[src/rtl/cpu_pkg.sv]
// Shared definitions for the accumulator CPU sequencer.
// Holds the opcode map, the ALU select codes, the FSM state encoding,
// the decoded-instruction payload and the NEEDS_IMM helper.
package cpu_pkg;

    localparam int unsigned DATA_W = 8;
    localparam int unsigned OP_W   = 4;
    localparam int unsigned SEL_W  = 4;

    // Opcodes, taken from instruction byte [7:4]
    localparam logic [OP_W-1:0] OP_NOP  = 4'h0;
    localparam logic [OP_W-1:0] OP_LDI  = 4'h1;
    localparam logic [OP_W-1:0] OP_ADD  = 4'h2;
    localparam logic [OP_W-1:0] OP_MUL  = 4'h3;
    localparam logic [OP_W-1:0] OP_AND  = 4'h4;
    localparam logic [OP_W-1:0] OP_OR   = 4'h5;
    localparam logic [OP_W-1:0] OP_NOT  = 4'h6;
    localparam logic [OP_W-1:0] OP_JMP  = 4'h7;
    localparam logic [OP_W-1:0] OP_HALT = 4'h8;

    // ALU select codes
    localparam logic [SEL_W-1:0] ALU_ADD  = 4'b0000;
    localparam logic [SEL_W-1:0] ALU_MUL  = 4'b0001;
    localparam logic [SEL_W-1:0] ALU_AND  = 4'b0010;
    localparam logic [SEL_W-1:0] ALU_OR   = 4'b0011;
    localparam logic [SEL_W-1:0] ALU_NOT  = 4'b0100;
    localparam logic [SEL_W-1:0] ALU_PASS = 4'b0111;

    typedef enum logic [2:0] {
        ST_IDLE      = 3'd0,
        ST_FETCH_OP  = 3'd1,
        ST_FETCH_IMM = 3'd2,
        ST_EXEC      = 3'd3,
        ST_HALT      = 3'd4,
        ST_ERROR     = 3'd5
    } state_t;

    typedef struct packed {
        logic             needs_imm;
        logic             writes_acc;
        logic [SEL_W-1:0] alu_sel;
        logic             in1_is_imm;
        logic             is_jmp;
        logic             is_halt;
        logic             illegal;
    } dec_t;

    // Opcodes followed by an 8-bit immediate byte
    function automatic logic needs_imm(input logic [OP_W-1:0] op);
        logic r;
        case (op)
            OP_LDI, OP_ADD, OP_MUL, OP_AND, OP_OR, OP_JMP: r = 1'b1;
            default:                                       r = 1'b0;
        endcase
        return r;
    endfunction

endpackage

[src/rtl/cpu_decoder.sv]
// Combinational opcode decoder.
// Ports:
//   opcode  in   4-bit instruction opcode
//   dec     out  decoded control payload (needs_imm, writes_acc, alu_sel,
//                in1_is_imm, is_jmp, is_halt, illegal)
module cpu_decoder
    import cpu_pkg::*;
(
    input  logic [OP_W-1:0] opcode,
    output dec_t            dec
);

    // Opcode to control-field mapping; unlisted opcodes are illegal
    always_comb begin
        dec           = '0;
        dec.needs_imm = needs_imm(opcode);
        case (opcode)
            OP_NOP: begin
            end
            OP_LDI: begin
                dec.writes_acc = 1'b1;
                dec.alu_sel    = ALU_PASS;
                dec.in1_is_imm = 1'b1;
            end
            OP_ADD: begin
                dec.writes_acc = 1'b1;
                dec.alu_sel    = ALU_ADD;
            end
            OP_MUL: begin
                dec.writes_acc = 1'b1;
                dec.alu_sel    = ALU_MUL;
            end
            OP_AND: begin
                dec.writes_acc = 1'b1;
                dec.alu_sel    = ALU_AND;
            end
            OP_OR: begin
                dec.writes_acc = 1'b1;
                dec.alu_sel    = ALU_OR;
            end
            OP_NOT: begin
                dec.writes_acc = 1'b1;
                dec.alu_sel    = ALU_NOT;
            end
            OP_JMP:  dec.is_jmp  = 1'b1;
            OP_HALT: dec.is_halt = 1'b1;
            default: dec.illegal = 1'b1;
        endcase
    end

endmodule

[src/rtl/cpu_sequencer.sv]
// Fetch/decode/execute controller for an 8-bit accumulator CPU. Fetches
// 1- or 2-byte instructions, drives the ALU and strobes the result back
// into the accumulator.
// Ports:
//   clk, rst_n               clock, async active-low reset
//   start                    begin execution at RESET_PC (IDLE/HALT/ERROR only)
//   imem_req/imem_addr       fetch request and address (held until imem_valid)
//   imem_data/imem_valid     fetched byte and completion
//   acc_rd                   current accumulator value
//   alu_sel/alu_in1/alu_in2  ALU control and operands (EXEC only)
//   alu_result               combinational ALU output
//   acc_wr_en/acc_wr_data    one-cycle accumulator write
//   pc                       program counter
//   busy/halted/err          status
module cpu_sequencer
    import cpu_pkg::*;
#(
    parameter int unsigned ADDR_W   = 8,
    parameter int unsigned RESET_PC = 0
) (
    input  logic              clk,
    input  logic              rst_n,
    input  logic              start,
    output logic              imem_req,
    output logic [ADDR_W-1:0] imem_addr,
    input  logic [7:0]        imem_data,
    input  logic              imem_valid,
    input  logic [7:0]        acc_rd,
    output logic [3:0]        alu_sel,
    output logic [7:0]        alu_in1,
    output logic [7:0]        alu_in2,
    input  logic [7:0]        alu_result,
    output logic              acc_wr_en,
    output logic [7:0]        acc_wr_data,
    output logic [ADDR_W-1:0] pc,
    output logic              busy,
    output logic              halted,
    output logic              err
);

    state_t              state_q, state_d;
    logic [ADDR_W-1:0]   pc_q, pc_d;
    logic [DATA_W-1:0]   ir_q, ir_d;
    logic [DATA_W-1:0]   imm_q, imm_d;
    logic [OP_W-1:0]     dec_op;
    dec_t                dec;
    logic                unused_ir_low;

    // Only the opcode nibble of the instruction register is meaningful
    assign unused_ir_low = ^ir_q[3:0];

    // Decode the byte arriving from memory during FETCH_OP, else the latched opcode
    assign dec_op = (state_q == ST_FETCH_OP) ? imem_data[7:4] : ir_q[7:4];

    cpu_decoder u_decoder (
        .opcode (dec_op),
        .dec    (dec)
    );

    assign pc = pc_q;

    // State and architectural registers
    always_ff @(posedge clk or negedge rst_n) begin
        if (!rst_n) begin
            state_q <= ST_IDLE;
            pc_q    <= ADDR_W'(RESET_PC);
            ir_q    <= '0;
            imm_q   <= '0;
        end else begin
            state_q <= state_d;
            pc_q    <= pc_d;
            ir_q    <= ir_d;
            imm_q   <= imm_d;
        end
    end

    // Next-state, register updates and datapath control
    always_comb begin
        state_d     = state_q;
        pc_d        = pc_q;
        ir_d        = ir_q;
        imm_d       = imm_q;
        imem_req    = 1'b0;
        imem_addr   = '0;
        alu_sel     = ALU_ADD;
        alu_in1     = '0;
        alu_in2     = '0;
        acc_wr_en   = 1'b0;
        acc_wr_data = '0;
        busy        = 1'b0;
        halted      = 1'b0;
        err         = 1'b0;

        case (state_q)
            ST_IDLE, ST_HALT, ST_ERROR: begin
                halted = (state_q == ST_HALT);
                err    = (state_q == ST_ERROR);
                if (start) begin
                    pc_d    = ADDR_W'(RESET_PC);
                    state_d = ST_FETCH_OP;
                end
            end

            ST_FETCH_OP: begin
                busy      = 1'b1;
                imem_req  = 1'b1;
                imem_addr = pc_q;
                if (imem_valid) begin
                    ir_d = imem_data;
                    pc_d = pc_q + ADDR_W'(1);
                    if (dec.illegal) begin
                        state_d = ST_ERROR;
                    end else if (dec.is_halt) begin
                        state_d = ST_HALT;
                    end else if (dec.needs_imm) begin
                        state_d = ST_FETCH_IMM;
                    end else begin
                        state_d = ST_EXEC;
                    end
                end
            end

            ST_FETCH_IMM: begin
                busy      = 1'b1;
                imem_req  = 1'b1;
                imem_addr = pc_q;
                if (imem_valid) begin
                    imm_d   = imem_data;
                    pc_d    = pc_q + ADDR_W'(1);
                    state_d = ST_EXEC;
                end
            end

            ST_EXEC: begin
                busy = 1'b1;
                if (dec.writes_acc) begin
                    alu_sel     = dec.alu_sel;
                    alu_in1     = dec.in1_is_imm ? imm_q : acc_rd;
                    // Second operand only exists for the acc-op-imm forms
                    alu_in2     = (dec.needs_imm && !dec.in1_is_imm) ? imm_q : '0;
                    acc_wr_en   = 1'b1;
                    acc_wr_data = alu_result;
                end
                if (dec.is_jmp) begin
                    pc_d = ADDR_W'(imm_q);
                end
                state_d = ST_FETCH_OP;
            end

            default: state_d = ST_IDLE;
        endcase
    end

endmodule

[config.mk]
export PLATFORM = sky130hd
export DESIGN_NAME = cpu_sequencer
export DESIGN_NICKNAME = d
export VERILOG_FILES = /design/src/rtl/cpu_pkg.sv /design/src/rtl/cpu_decoder.sv /design/src/rtl/cpu_sequencer.sv
export SDC_FILE = /design/constraint.sdc
export NUM_CORES = 1
export LEC_CHECK = 0
export ABC_CLOCK_PERIOD_IN_PS = 5100
export CORE_MARGIN = 2
export CORE_UTILIZATION = 43
export DETAILED_ROUTE_END_ITERATION = 8
export MAX_ROUTING_LAYER = met4
export PLACE_DENSITY = 0.81
export SYNTH_ARGS = -nofsm -noshare
export SYNTH_HDL_FRONTEND = slang
export SYNTH_HIERARCHICAL = 1
export SYNTH_SLANG_ARGS = --single-unit
export TNS_END_PERCENT = 20
[constraint.sdc]
create_clock -name clk -period 5.1 [get_ports clk]
set_input_delay 1.53 -clock clk [delete_from_list [all_inputs] [get_ports clk]]
set_output_delay 1.53 -clock clk [all_outputs]
set_load 0.01 [all_outputs]
# Word-level counts from Yosys, hierarchy flattened
# Index checks and enable logic that the tools add are counted.
# word_totals
regBits,27
output_inout_bits,49
wordCells,71
# classes
add_sub_neg,1
n_eq_ne,18
mux,34
n_reduce_logical,14
# ops
cell,count
$mux 8,12
$pmux 5 s6,1
$pmux 8 s3,1
$eq 4x3->1 const B,4
$mux 3,5
$mux 4,3
$pmux 3 s4,1
$mux 1,11
$reduce_or 9->1,1
$add 8x1->8 const B,1
$eq 4x2->1 const B,2
$ne 2x2->1 const B,4
$eq 3x2->1 const B,2
$eq 3x3->1 const B,2
$reduce_or 3->1,2
$reduce_or 6->1,1
$eq 4x1->1 const B,1
$eq 4x4->1 const B,1
$logic_not 4->1,1
$reduce_and 2->1,2
$reduce_and 4->1,1
$eq 3x1->1 const B,1
$logic_not 3->1,1
$reduce_and 3->1,1
other kinds (5),5

# Logic depth before layout (Yosys ltp)
# Gate-level depths: netlist of run 1.
# depth
ltp_word,10
ltp_mapped,11
depth_no_buf,9

# By module
# Netlist of run 1, hierarchy kept.
# modules_own_cells
mod,instances,cells_per_inst,area_per_inst_um2,seq_area_each_um2
cpu_sequencer,1,166,1676.6,575.6
cpu_decoder,1,22,131.4,0.0

# Worst setup path before layout of run 1
# No wires, ideal clock.
# synth_timing
path_type,in2out
startpoint,in imem_data[6]
endpoint,out alu_in2[0]
t_arrival_ns,3.068
required_ns,3.570
slack_ns,0.502
path_stages,7
path_buffers,1
path_cell_list,mux2_2 -> buf_2 -> and3_1 -> nor3_1 -> nand2_4 -> nor3b_4 -> and2_1
# synth_lines
element,line,rtl
start: declaration,cpu_sequencer.sv:26,"input logic [7:0] imem_data,"
end: declaration,cpu_sequencer.sv:31,"output logic [7:0] alu_in2,"

==> summary.md, run 1 <==
| Metric | Value |
|---|---|
| Final setup viols | 0 |
| CTS max path bufs | 2 |
| Relative slew slack | 27.7% |
| Post-synth EDFFs | 0 |
| GRT Total Usage | 21.0% |
| Detailed Place HPWL | 3.53 mm |
| Max incr delay on CP | 0.44 ns |
| Initial DRC count | 160 |
| Post-Syn Area per Cell | 9.62 um2 |
| Clk sinks | 23 |
| PD cells | 592 nW/um2 |
| TritonCTS clock tree | done |
| Hold-fix buffers, CTS | 0 |
| Synth Flop Type | dfrtp_1 |
| Port Buf Inserts | 75 |
| Reg2reg start | state_q[2]$_DFFE_PN0P_ |
| Final Util | 67.1% |
| Worst hold start | ir_q[4]$_DFFE_PN0P_ |
| Post-route DRC violation count | 0 |
| Final ANT Viol Nets | 0 |
| Area of the multi-input gates | 1100 um2 |
| H-tree depth | 1 |
| Sink of the worst hold path | ir_q[4]$_DFFE_PN0P_ |
| Final Non-Filler Cells | 325 |
| Initial core utilization | 44.9% |
| Core ar. | 4030 um2 |
| Maximum clock rate | 0.198 GHz |
| Count of inserted antenna diode cells | 0 |
| Synthesized flop and latch total | 23 |
| Synth Warn # | 6 |
| Distinct cells, synth | 48 |
| Largest net degree at the start of global routing | 24 |
| Final #Nets | 305 |
| RSZ-0062 raised after global routing | yes |
| Crit path max-delay family | simple AND/OR/NAND/NOR gates |
| Reg2reg setup slack | 2.30 ns |
| Root buffer cell | clkbuf_8 |
| Final min period | 5.05 ns |
| Vias in the first global route | 1546 |
| Reg2reg path depth | 11 |
| Final Hold Violating Endpoints | 0 |
| Status | completed |
| Die Footprint | 4740 um2 |
| WL/cell | 14.4 um |
| Synth Cell Area | 1810 um2 |
| WP buf/inv | 3 |
| First-pass GRT wire length | 7.31 mm |
| Fill cells | 342 |
| IO Pins | 77 |
| Syn_nets | 217 |
| Sequential cell area | 576 um2 |
| Area grow syn2layout | 49.5% |
| CP Capture Type | output pin |
| Hold Crit Class | reg -> reg |
| Chip height | 68.8 um |
| Post-Synthesis Cells | 188 |
| Clock skew | 0.00235 ns |
| Setup TNS | 0 ns |
| Sequential fraction of the synthesis area | 31.8% |
| Worst Tran Pin Value | 1.08 ns |
| Grt ovf | 0 |
| Reg-to-reg endpoint | pc[5]$_DFFE_PN0P_ |
| Initial antenna violation count | 0 |
| DRT Pass-1 Iters | 4 |
| VDD IR max | 0.000308 V |
| Max-slew violation count | 0 |
| Register clock-pin slew on the reported worst setup and hold paths | 0.09 ns |
| Slowest stage cell, crit path | clkdlybuf4s50_1 |
| Crit path DAT | 3.52 ns |
| Row count | 23 |
| Max-Cap Viols | 0 |
| Vias | 1710 |
| Share of layout cells above drive strength 1 | 26.2% |
| RePlAce Congestion | 0.789 |
| Clock latency on the worst-skew pair | 0.27 ns |
| Async SR Flop Fraction | 100% |
| Req. time, crit path | 3.57 ns |
| Vias per cell | 5.26 |
| Final Cycle Share | 99.0% |
| Leakage | 1.32 nW |
| CP max FO | 8 |
| Die Wd | 68.8 um |
| Hold Crit Depth | 1 |
| WS Path Type | in -> out |
| CTS Buf Count | 3 |
| Startpoint Class | input pin |
| Routed WL | 4.69 mm |
| Placed cells | 318 |
| Critical-path cell list | clkdlybuf4s50_1 -> mux2_2 -> and3_1 -> nor3_2 -> buf_4 -> nand2_4 -> nor3b_4 -> and2_1 -> clkdlybuf4s15_1 |
layer usage:
metal  global-route usage [%]  part of all wire [%]
met3                     2.60                   5.1
met4                     5.39                  0.77
met1                     28.7                    45
met5                        -                     0
met2                     33.3                    49
synth_stat cells (2+ instances only):
library cell | n | share of area, %
clkbuf_1 | 4 | 0.83
inv_1 | 6 | 1.2
xnor2_1 | 2 | 0.97
buf_6 | 4 | 2.5
a22o_2 | 3 | 1.7
a32oi_1 | 2 | 0.97
o22a_2 | 2 | 1.1
nand2b_1 | 3 | 1.0
and3b_2 | 2 | 1.1
nor3_1 | 8 | 2.2
and3_1 | 15 | 5.2
o22ai_1 | 5 | 1.7
dfrtp_1 | 23 | 32
a22oi_1 | 2 | 0.83
mux2_2 | 16 | 10
mux2i_1 | 10 | 5.5
nand3_1 | 2 | 0.55
nor2_1 | 20 | 4.2
and2_1 | 14 | 4.8
a21oi_1 | 6 | 1.7
nand2_1 | 4 | 0.83
nor3b_1 | 2 | 0.83
or2_4 | 2 | 0.97
clkbuf_8 | 4 | 3.0
nor2b_1 | 3 | 1.0
o2bb2ai_1 | 2 | 0.97
worst max-delay path by stage:
stage / endpoint / cells past startpoint / from / slack, ns
2_1_floorplan: alu_in2[0] / 7 / imem_data[6] / 0.50
3_3_place_gp: alu_in2[6] / 9 / imem_data[6] / -0.26
5_1_grt: alu_in2[5] / 9 / imem_data[6] / -0.04
4_1_cts: alu_in1[7] / 9 / imem_data[7] / -0.12
3_5_place_dp: alu_in2[6] / 9 / imem_data[6] / -0.32
6_report: alu_in2[5] / 9 / imem_data[6] / 0.05
power by group:
| group | total (W) | switching (W) | leakage (nW) | internal (W) |
|---|---|---|---|---|
| clock | 0.000118 | 0.0000635 | 0.0255 | 0.0000547 |
| sequential | 0.000355 | 0.0000886 | 0.291 | 0.000266 |
| combinational | 0.00113 | 0.000536 | 1.00 | 0.000592 |
flip-flops by register name (all words and copies together) (netlist names):
register  count
ir_q          4
imm_q         8
pc            8
state_q       3
final cells by class:
type / count / area share [%]
Clock inverter: 1 / 0.185
Sequential cell: 23 / 21.3
Multi-Input combinational cell: 145 / 40.8
Timing Repair Buffer: 97 / 33.0
Tap cell: 50 / 2.31
Clock buffer: 3 / 1.53
Inverter: 6 / 0.833
logic make-up after synthesis:
| group | share of synthesized area [%] |
|---|---|
| AO/OA/AOI/OAI | 14.0 |
| XOR/XNOR | 0.969 |
| adder cells (fa/ha/maj) | 0.692 |
| buffers and inverters | 8.30 |
| flip-flops | 31.8 |
| multiplexers | 15.5 |
| other | 0.207 |
| AND/OR/NAND/NOR | 28.4 |
placed cells by master (no fill, tap or decap), types with 3 or more instances in the layout:
cell type	instances
nor2b_1	3
dfrtp_1	23
o22ai_1	5
nand2b_1	3
mux2_2	15
and2_1	13
inv_1	6
and3_1	15
clkbuf_8	3
a22o_2	3
nor3_2	3
dlymetal6s2s_1	7
a21oi_1	6
clkbuf_2	7
mux2i_1	10
nor3_1	5
dlygate4sd2_1	8
nor2_1	20
clkdlybuf4s50_1	52
nand2_1	4
buf_4	21
through the flow:
stage / setup slack [ns] / hold WS, ns / total power, W / instance area, um2
final: 0.0521 / 0.520 / 0.00160 / 2700
after floorplan: 0.502 / 0.477 / 0.00109 / 1810
after global placement: -0.258 / 0.491 / 0.00144 / 2640
after detailed placement: -0.324 / 0.500 / 0.00146 / 2640
after global routing: -0.0428 / 0.541 / 0.00172 / 2700
after CTS: -0.116 / 0.521 / 0.00159 / 2680
timing repair:
action,4_1_cts,5_1_grt
gates resized for setup,19,24
setup buffers,0,3
pin swaps,2,3
hold endpoints to repair,0,0
setup endpoints to repair,18,22
(Power assumes the default switching activity.)
==> run 2, diff against run 1 <==
Settings changed: ABC_CLOCK_PERIOD_IN_PS 5100 to default.
==> results of run 2 <==
The final DEF is identical to that of run 1; final timing and power are the same.
==> run 3, diff against run 2 <==
Settings changed: CORE_ASPECT_RATIO from default to 0.9.
==> run 3 against run 2 <==
Compared with the run above:
- the flow now finishes with violations (setup timing)
- register-to-register slack got worse by 0.03 ns
- clock power fell by 4%
- worst setup slack got worse by 0.071 ns
- maximum frequency fell by 1.4%
- design area fell by 1.1%
- worst hold slack got worse by 0.0075 ns
- via count rose by 1.2%
- critical path type unchanged
- critical endpoint is now alu_sel[1]
- largest cell class unchanged
- largest power group unchanged
==> summary.md, run 3 (synthesized netlist as in run 1, its figures left out) <==
| Metric | Value |
|---|---|
| Status | finished with violations |
| Failing checks | setup timing |
| Grt ovf | 0 |
| Initial DRC count | 105 |
| Area grow syn2layout | 47.8% |
| Die Wd | 72.4 um |
| Die Footprint | 4740 um2 |
| Count of inserted antenna diode cells | 0 |
| Hold Crit Depth | 1 |
| Largest net degree at the start of global routing | 24 |
| Final ANT Viol Nets | 0 |
| Critical-path cell list | clkdlybuf4s50_1 -> mux2_2 -> nor3_1 -> nor3_1 -> buf_4 -> buf_4 -> and3_1 -> clkdlybuf4s50_1 |
| Max-Cap Viols | 0 |
| Vias | 1730 |
| CP Capture Type | output pin |
| Total power draw | 0.00159 W |
| Req. time, crit path | 3.57 ns |
| Clock skew | 0.00862 ns |
| Final Util | 66.0% |
| RePlAce Congestion | 0.838 |
| RSZ-0062 raised after global routing | yes |
| Crit path DAT | 3.59 ns |
| Final Cycle Share | 100% |
| Slowest stage cell, crit path | clkdlybuf4s50_1 |
| Clock latency on the worst-skew pair | 0.26 ns |
| CTS max path bufs | 2 |
| Routed WL | 4.82 mm |
| Vias per cell | 5.42 |
| Initial core utilization | 44.7% |
| Relative slew slack | 30.7% |
| Hold-fix buffers, CTS | 0 |
| Share of layout cells above drive strength 1 | 24.0% |
| Port Buf Inserts | 75 |
| WL/cell | 15.1 um |
| Reg2reg path depth | 9 |
| Crit path max-delay family | buffers and inverters |
| Detailed Place HPWL | 3.60 mm |
| Final Hold Violating Endpoints | 0 |
| Final Non-Filler Cells | 319 |
| Root buffer cell | clkbuf_8 |
| Leakage | 1.26 nW |
| Core ar. | 4050 um2 |
| Max incr delay on CP | 0.48 ns |
| DRT Pass-1 Iters | 4 |
| Max-slew violation count | 0 |
| Maximum clock rate | 0.195 GHz |
| Fin Hold WS | 0.512 ns |
| Post-route DRC violation count | 0 |
| H-tree depth | 1 |
| Final Cell Area | 2670 um2 |
| Hold Crit Class | reg -> reg |
| TritonCTS clock tree | done |
| Final worst slack | -0.0187 ns |
| Final setup viols | 7 |
| IO Pins | 77 |
| PD cells | 596 nW/um2 |
| Vias in the first global route | 1662 |
| Register clock-pin slew on the reported worst setup and hold paths | 0.07 ns |
| WP buf/inv | 4 |
| CP Depth | 8 |
| Placed cells | 315 |
| CTS Buf Count | 3 |
| Commonest non-fill, non-tap cells in the layout | clkdlybuf4s50_1, dfrtp_1, nor2_1, buf_4, mux2_2 |
| Clk sinks | 23 |
| VDD IR max | 0.000317 V |
| Chip height | 65.5 um |
| Final min period | 5.12 ns |
| Startpoint Class | input pin |
| Worst Tran Pin Value | 1.04 ns |
| Dpl cell area | 2630 um2 |
| Most common cell after layout, fill and taps aside | clkdlybuf4s50_1 |
| GRT Total Usage | 21.6% |
| Final #Nets | 301 |
| Initial antenna violation count | 0 |
| Row count | 22 |
| WS Path Type | in -> out |
| Post-CTS Setup Repair Bufs | 0 |
| First-pass GRT wire length | 7.91 mm |
| CP max FO | 12 |
==> run 3: cell count changes in the layout (fill, tap and decap cells not counted), sizes merged <==
cell           delta
dlygate4sd2       +1
clkinv            -1
dlymetal6s2s      -3
clkdlybuf4s50     +3
buf               -4
clkbuf            -1
clkdlybuf4s15     +1
==> run 3: where the power goes <==
part,internal (W),total [W],switching [W]
Combinational,0.000583,0.00111,0.000530
Sequential,0.000266,0.000366,0.000100
Clock,0.0000557,0.000113,0.0000573
==> run 3: stage by stage <==
step                setup slack (ns)  setup TNS [ns]
finish                       -0.0187         -0.0697
global route                  -0.105          -0.893
CTS                          -0.0402         -0.0563
detailed placement            -0.258           -2.90
global placement              -0.200           -2.46
floorplan                      0.502               0
==> run 3: per-layer routing <==
layer  track usage, %  routed length [um]  part of all wire, %
met1             28.1                2160                   45
met2             35.1                2370                   49
met3             3.99                 226                  4.7
met4             5.19                  64                  1.3
met5                -                   0                    0
==> run 3: repair_timing <==
action	CTS	global route
pin swaps	2	5
endpoints found under the setup margin	23	20
gates resized for setup	21	16
cloned	0	0
==> run 3: worst reg2reg max path, cell delays in order, from the launching register on <==
cell and delay (ns):
dfrtp_1 0.54, and2b_2 0.37, mux2_2 0.39, nand2b_4 0.16
buf_4 0.13, nor2_1 0.11, mux2i_1 0.12, a211oi_4 0.50
o22ai_1 0.16, a22o_2 0.24
==> run 3: final timing paths <==
check,from,endpoint,slack [ns]
setup / recovery,imem_data[5],alu_sel[1],-0.02
hold / removal,ir_q[4]$_DFFE_PN0P_,ir_q[4]$_DFFE_PN0P_,0.51
setup reg to reg,state_q[1]$_DFFE_PN0P_,pc[3]$_DFFE_PN0P_,2.27
hold reg to reg,ir_q[4]$_DFFE_PN0P_,ir_q[4]$_DFFE_PN0P_,0.51
max in group asynchronous,rst_n,imm_q[7]$_DFFE_PN0P_,2.64
min in group asynchronous,rst_n,state_q[1]$_DFFE_PN0P_,1.82
==> run 3: cell type report <==
class	instances	area, um2
Fill cell	345	1370
Multi-Input combinational cell	145	1110
Timing Repair Buffer	93	863
Sequential cell	23	576
Tap cell	48	60.1
Clock buffer	4	45.0
Inverter	6	22.5
